===== config.mk =====
export PLATFORM = sky130hd
export DESIGN_NAME = seg_scan_ctrl_flat
export DESIGN_NICKNAME = d
export VERILOG_FILES = /design/src/rtl/seg_scan_ctrl_if.sv /design/src/rtl/seg_scan_ctrl.sv /design/src/flat_wrapper.sv
export SDC_FILE = /design/constraint.sdc
export NUM_CORES = 1
export LEC_CHECK = 0
export BUFFER_PORTS_ARGS = -buffer_cell sky130_fd_sc_hd__buf_2
export CAP_MARGIN = 30
export CORE_UTILIZATION = 48
export DETAILED_ROUTE_END_ITERATION = 16
export GPL_TIMING_DRIVEN = 0
export PLACE_DENSITY = 0.77
export SKIP_LAST_GASP = 1
export SLEW_MARGIN = 20
export SYNTH_ARGS = -nofsm -noshare
export SYNTH_HDL_FRONTEND = slang
export SYNTH_SLANG_ARGS = --single-unit

===== constraint.sdc =====
create_clock -name sys_clk -period 3.8 [get_ports sys_clk]
set_clock_uncertainty 0.15 [all_clocks]
set_input_delay 0.76 -clock sys_clk [delete_from_list [all_inputs] [get_ports sys_clk]]
set_output_delay 0.76 -clock sys_clk [all_outputs]
set_load 0.005 [all_outputs]

===== src/rtl/seg_scan_ctrl_if.sv =====
`default_nettype none
// ============================================================================
// Module      : seg_scan_ctrl_if
// Description : Update channel (valid/ready) carrying a 24-bit hex value and
//               a 6-bit decimal-point mask into the display scan controller.
// Revision    : 1.0 - initial release
// ============================================================================
interface seg_scan_ctrl_if;
    logic [23:0] upd_data;
    logic [5:0]  upd_dp;
    logic        upd_valid;
    logic        upd_ready;

    modport master (output upd_data, output upd_dp, output upd_valid, input  upd_ready);
    modport slave  (input  upd_data, input  upd_dp, input  upd_valid, output upd_ready);
endinterface
`default_nettype wire


===== src/rtl/seg_scan_ctrl.sv =====
`default_nettype none
// ============================================================================
// Module      : seg_scan_ctrl
// Description : 6-digit time-multiplexed seven-segment scan controller with a
//               double-buffered, tear-free update path. Optional macro
//               LEADING_ZERO_BLANK_EN blanks leading zero digits 5..1.
// Revision    : 1.0 - initial release
// ============================================================================
module seg_scan_ctrl #(
    parameter int CLK_FREQ  = 50_000_000,
    parameter int SCAN_FREQ = 1_000,
    parameter int BLANK_CYC = 500
) (
    input  wire logic       sys_clk,
    input  wire logic       sys_rst,
    input  wire logic       en,
    seg_scan_ctrl_if.slave  upd,
    output logic            frame_start,
    output logic [5:0]      sel,
    output logic [7:0]      seg
);

    localparam int c_DWELL = CLK_FREQ / SCAN_FREQ;
    localparam int c_CNT_W = (c_DWELL > 1) ? $clog2(c_DWELL) : 1;
    localparam logic [c_CNT_W-1:0] c_CNT_LAST   = c_CNT_W'(c_DWELL - 1);
    localparam logic [c_CNT_W-1:0] c_BLANK_LAST = c_CNT_W'(BLANK_CYC - 1);

    typedef enum logic [0:0] {
        ST_GUARD = 1'b0,
        ST_SHOW  = 1'b1
    } state_t;

    state_t               r_state;
    state_t               w_state_nxt;
    logic [c_CNT_W-1:0]   r_cnt;
    logic [2:0]           r_idx;
    logic [23:0]          r_act_data;
    logic [5:0]           r_act_dp;
    logic [23:0]          r_pend_data;
    logic [5:0]           r_pend_dp;
    logic                 r_pend;
    logic                 r_frame_start;
    logic [5:0]           r_sel;
    logic [7:0]           r_seg;

    logic                 w_slot_end;
    logic                 w_frame_end;
    logic [3:0]           w_nib;
    logic                 w_dp;
    logic                 w_lz;
    logic [5:0]           w_sel_nxt;
    logic [7:0]           w_seg_nxt;
    logic                 w_fs_nxt;

    function automatic logic [6:0] f_hex_to_seg(input logic [3:0] nib);
        logic [6:0] s;
        case (nib)
            4'h0: s = 7'h40;
            4'h1: s = 7'h79;
            4'h2: s = 7'h24;
            4'h3: s = 7'h30;
            4'h4: s = 7'h19;
            4'h5: s = 7'h12;
            4'h6: s = 7'h02;
            4'h7: s = 7'h78;
            4'h8: s = 7'h00;
            4'h9: s = 7'h10;
            4'hA: s = 7'h08;
            4'hB: s = 7'h03;
            4'hC: s = 7'h46;
            4'hD: s = 7'h21;
            4'hE: s = 7'h06;
            default: s = 7'h0E;
        endcase
        return s;
    endfunction

    assign w_slot_end    = (r_cnt == c_CNT_LAST);
    assign w_frame_end   = w_slot_end && (r_idx == 3'd5);
    assign upd.upd_ready = ~r_pend;
    assign frame_start   = r_frame_start;
    assign sel           = r_sel;
    assign seg           = r_seg;

    always_comb begin
        w_state_nxt = r_state;
        case (r_state)
            ST_GUARD: if (r_cnt == c_BLANK_LAST) w_state_nxt = ST_SHOW;
            ST_SHOW:  if (w_slot_end)            w_state_nxt = ST_GUARD;
            default:                             w_state_nxt = ST_GUARD;
        endcase
    end

    // Output values for the current cnt/idx; registered below for one cycle of latency.
    always_comb begin
        w_nib     = 4'h0;
        w_dp      = 1'b0;
        w_lz      = 1'b0;
        w_sel_nxt = 6'h3F;
        w_seg_nxt = 8'hFF;
        for (int i = 0; i < 6; i++) begin
            if (r_idx == 3'(i)) begin
                w_nib = r_act_data[4*i +: 4];
                w_dp  = r_act_dp[i];
            end
        end
`ifdef LEADING_ZERO_BLANK_EN
        for (int i = 1; i < 6; i++) begin
            if ((r_idx == 3'(i)) && ((r_act_data >> (4*i)) == 24'h0)) w_lz = 1'b1;
        end
`endif
        if (r_state == ST_SHOW) begin
            if (en) w_sel_nxt = ~(6'b1 << r_idx);
            w_seg_nxt = {~w_dp, (w_lz ? 7'h7F : f_hex_to_seg(w_nib))};
        end
        w_fs_nxt = (r_cnt == '0) && (r_idx == 3'd0);
    end

    always_ff @(posedge sys_clk) begin
        if (sys_rst) begin
            r_state       <= ST_GUARD;
            r_cnt         <= '0;
            r_idx         <= 3'd0;
            r_act_data    <= 24'h0;
            r_act_dp      <= 6'h0;
            r_pend_data   <= 24'h0;
            r_pend_dp     <= 6'h0;
            r_pend        <= 1'b0;
            r_frame_start <= 1'b0;
            r_sel         <= 6'h3F;
            r_seg         <= 8'hFF;
        end else begin
            r_state       <= w_state_nxt;
            r_cnt         <= w_slot_end ? '0 : r_cnt + c_CNT_W'(1);
            if (w_slot_end) r_idx <= (r_idx == 3'd5) ? 3'd0 : r_idx + 3'd1;
            // Accept and transfer never coincide: ready is low whenever pend is set.
            if (w_frame_end && r_pend) begin
                r_act_data <= r_pend_data;
                r_act_dp   <= r_pend_dp;
                r_pend     <= 1'b0;
            end else if (upd.upd_valid && !r_pend) begin
                r_pend_data <= upd.upd_data;
                r_pend_dp   <= upd.upd_dp;
                r_pend      <= 1'b1;
            end
            r_frame_start <= w_fs_nxt;
            r_sel         <= w_sel_nxt;
            r_seg         <= w_seg_nxt;
        end
    end

endmodule
`default_nettype wire


===== src/flat_wrapper.sv =====
// flat-port wrapper written by rule: the top's interface ports become plain ports
module seg_scan_ctrl_flat 
#(
    parameter int CLK_FREQ  = 50_000_000,
    parameter int SCAN_FREQ = 1_000,
    parameter int BLANK_CYC = 500
)
  (sys_clk, sys_rst, en, frame_start, sel, seg, upd_upd_data, upd_upd_dp, upd_upd_valid, upd_upd_ready);
  seg_scan_ctrl_if upd_i ();
  input  wire logic sys_clk;
  input  wire logic sys_rst;
  input  wire logic en;
  output logic frame_start;
  output logic [5:0] sel;
  output logic [7:0] seg;
  input wire logic [$bits(upd_i.upd_data)-1:0] upd_upd_data;
  input wire logic [$bits(upd_i.upd_dp)-1:0] upd_upd_dp;
  input wire logic [$bits(upd_i.upd_valid)-1:0] upd_upd_valid;
  output wire logic [$bits(upd_i.upd_ready)-1:0] upd_upd_ready;
  assign upd_i.upd_data = upd_upd_data;
  assign upd_i.upd_dp = upd_upd_dp;
  assign upd_i.upd_valid = upd_upd_valid;
  assign upd_upd_ready = upd_i.upd_ready;
  seg_scan_ctrl #(.CLK_FREQ(CLK_FREQ), .SCAN_FREQ(SCAN_FREQ), .BLANK_CYC(BLANK_CYC)) u_core (.sys_clk(sys_clk), .sys_rst(sys_rst), .en(en), .upd(upd_i), .frame_start(frame_start), .sel(sel), .seg(seg));
endmodule

==> impl_metrics.tcl <==
set metrics [dict create \
    met3_length_um 379 \
    p_sw_mw 0.423 \
    synth_xor_area_share_pct 2.64 \
    synth.largest_area_cell "dfxtp_1" \
    postCtsResizedCells 0 \
    track_usage_pct 20.9 \
    powerDensity_mw_per_mm2 400 \
    synth_top_family_by_area "simple AND/OR/NAND/NOR gates" \
    ant_nets 0 \
    tritoncts.num_buffers 9 \
    die_x_um 93.1 \
    outcome "finished, final reports clean" \
    slowest_delay_ps 460 \
    mostFrequentLayoutCells "136 x nand2_1, 96 x dfxtp_1, 70 x a21oi_1, 55 x buf_2, 29 x nor2_1" \
    hold_viol 0 \
    synth_cell_types 41 \
    holdWs_ps 307 \
    pwr-share-seq_pct 57.0 \
    synth_fa_ha_area_share_pct 2.82 \
    ir_worst_vdd_mv 0.223 \
    cts_tree "built" \
    dr.max_layer_used "met4" \
    hp-class "reg -> reg" \
    grt_pass1_vias 3170 \
    yosysTopAreaCellShare_pct 48.2 \
    synth_cells 488 \
    worst_skew_pair.late_latency_ps 360 \
    cp_slowest_cell "a21oi_1" \
    drc_errors 0 \
    nNetsFinal 591 \
    grt_max_degree 17 \
    post-route-min-period_ps 3190 \
    rows 32 \
    post_drt_wl_per_cell_um 12.7 \
    grt_pass1_wl_um 14400 \
    final_common_cell "nand2_1" \
    period_share_pct 83.9 \
    yosysSeqAreaShare_pct 48.2 \
    final.setup.tns_ps 0 \
    leakagePower_nw 1.71 \
    die_area_mm2 0.00868 \
    worstSetupPathType "reg -> reg" \
    max_freq_ghz 0.314 \
    port_buffers 49 \
    async_flop_share_pct 0 \
    drv_cap 0 \
    die_y_um 93.1 \
    worst-path-max-fanout 10 \
    start_kind "flop" \
    initial_utilization_pct 50.6 \
    synthMuxAreaShare_pct 3.33 \
    slew_headroom_pct 60.1 \
    synth_area_leaders "dfxtp_1 48%, nand2_1 13%, a21oi_1 8.8%, ha_1 2.8%, mux2i_1 2.8%" \
    overflow 0 \
    rsz0062_at_grt "no" \
    crit_chain "buf_2, buf_2, and2_1, ha_1, clkbuf_1, a31oi_1, a21oi_1, inv_1, ha_1, mux2_2, nand2_1, o211ai_1" \
    area_growth_pct 14.7 \
    antenna_found_initial 0 \
    syn-cell-area_mm2 0.00399 \
    yosys.area_share.simple_pct 23.8 \
    routed_wirelength_um 8290 \
    wl_met2_um 3840 \
    firstDrtPassIters 5 \
    synth_ff_type "dfxtp_1" \
    final_max_slew_viol_count 0 \
    layout-drive-gt1-share_pct 15.7 \
    clockRootBuffer "clkbuf_8" \
    clk_pin_slew_ps 90 \
    drt-met1-wl_um 3940 \
    clockPowerShare_pct 38.4 \
    yosys_warnings 0 \
    internal-power_mw 1.41 \
    core_mm2 0.00789 \
    vias 3348 \
    crit_required_ps 3870 \
    via_per_inst 5.11 \
    fillers 715 \
    drtIter0Drc 136 \
    swShare_pct 23.1 \
    place.gp.congestion 0.901 \
    post-cts-setup-buffers 0 \
    synth_edf_count 0 \
    critPathArrivalTime_ps 3260 \
    clockBufferDepth 2 \
    clock_sinks 96 \
    hpwl_um 6210 \
    synth_fp_nets 531 \
    setup_viol 0 \
    htree_levels 3 \
    insertedDiodeCount 0 \
    synth_compound_area_share_pct 13.8 \
    pin_count 50 \
    cp-end-kind "flop" \
    cts_hold_buf 0 \
    syn_area_per_cell_um2 8.17 \
    tightest_slew_ps 595 \
    synth-seq-cells 96 \
    comb_power_share_pct 4.7 \
]
-- cell type report --
type	instances	area [um^2]	area share, %
clock buffer	11	151	3.31
buffer	33	176	3.86
inverter	11	41.3	0.902
timing repair buffer	49	245	5.36
sequential	96	1920	42.0
multi-input combinational	348	1850	40.4
tap	102	128	2.79
clock inverter	5	63.8	1.39
-- metrics by stage --
stage	power (mW)	util (%)	worst slack, ps	instances	area, um^2
after floorplan	1.11	-	1130	488	3990
after global placement	1.15	55.3	708	639	4360
after detailed placement	1.15	55.3	620	639	4360
after CTS	1.84	58.0	606	655	4580
after global routing	1.90	58.0	255	655	4580
final	1.83	58.0	610	655	4580
-- power by group through the flow --
stage	sequential (mW)	combinational (mW)	clock [mW]
after global placement	1.06	0.0825	0
after global routing	1.05	0.100	0.757
final	1.04	0.0853	0.702
after detailed placement	1.07	0.0859	0
after floorplan	1.06	0.0522	0
after CTS	1.04	0.0861	0.709
-- state kept, by name, indices dropped and copies added, names as in the netlist --
register and flops:
u_core.frame_start 1, u_core.r_act_data 24, u_core.r_act_dp 6, u_core.r_cnt 16, u_core.r_idx 3, u_core.r_pend 1
u_core.r_pend_data 24, u_core.r_pend_dp 6, u_core.r_state 1, u_core.seg 8, u_core.sel 6
-- synthesized netlist by cell type, types with 4 or more instances --
cell type and count:
a21oi_1 70, buf_2 6, buf_6 5, clkbuf_1 20, dfxtp_1 96, ha_1 9, inv_1 11, mux2i_1 11
nand2_1 136, nand3_1 8, nand4_1 8, nor2_1 29, nor2b_1 5, nor3_1 5, o21ai_0 9, xnor2_1 4
xor2_1 8
-- cells by family after synthesis --
kind of cell / Yosys count
AO/OA/AOI/OAI: 98
adder cells (fa/ha/maj): 9
multiplexers: 13
buffers and inverters: 44
XOR/XNOR: 12
AND/OR/NAND/NOR: 216
flip-flops: 96
-- routing by layer --
layer	vias to the layer above	global-route usage, %
met5	-	0
met4	0	8.59
met3	9	3.58
met2	87	34.9
met1	1504	26.8
li1	1748	-
-- final timing paths --
| check | slack [ps] | to | start | cells after the start |
|---|---|---|---|---|
| worst max register to register | 610 | u_core.seg[5] | u_core.r_idx[0] | 12 |
| worst min register to register | 310 | u_core.r_act_dp[5] | u_core.r_pend_dp[5] | 2 |
| worst min-delay path | 310 | u_core.r_act_dp[5] | u_core.r_pend_dp[5] | 2 |
| worst max-delay path | 610 | u_core.seg[5] | u_core.r_idx[0] | 12 |
-- worst max-delay path: cells and delay by family (launching register included) --
family	cells	cell delay (ps)
adder cells (fa/ha/maj)	2	430
flip-flops	1	340
buffers and inverters	4	1010
multiplexers	1	280
AND/OR/NAND/NOR	2	210
AO/OA/AOI/OAI	3	620
Note: power is estimated with default switching activity, not from simulation.
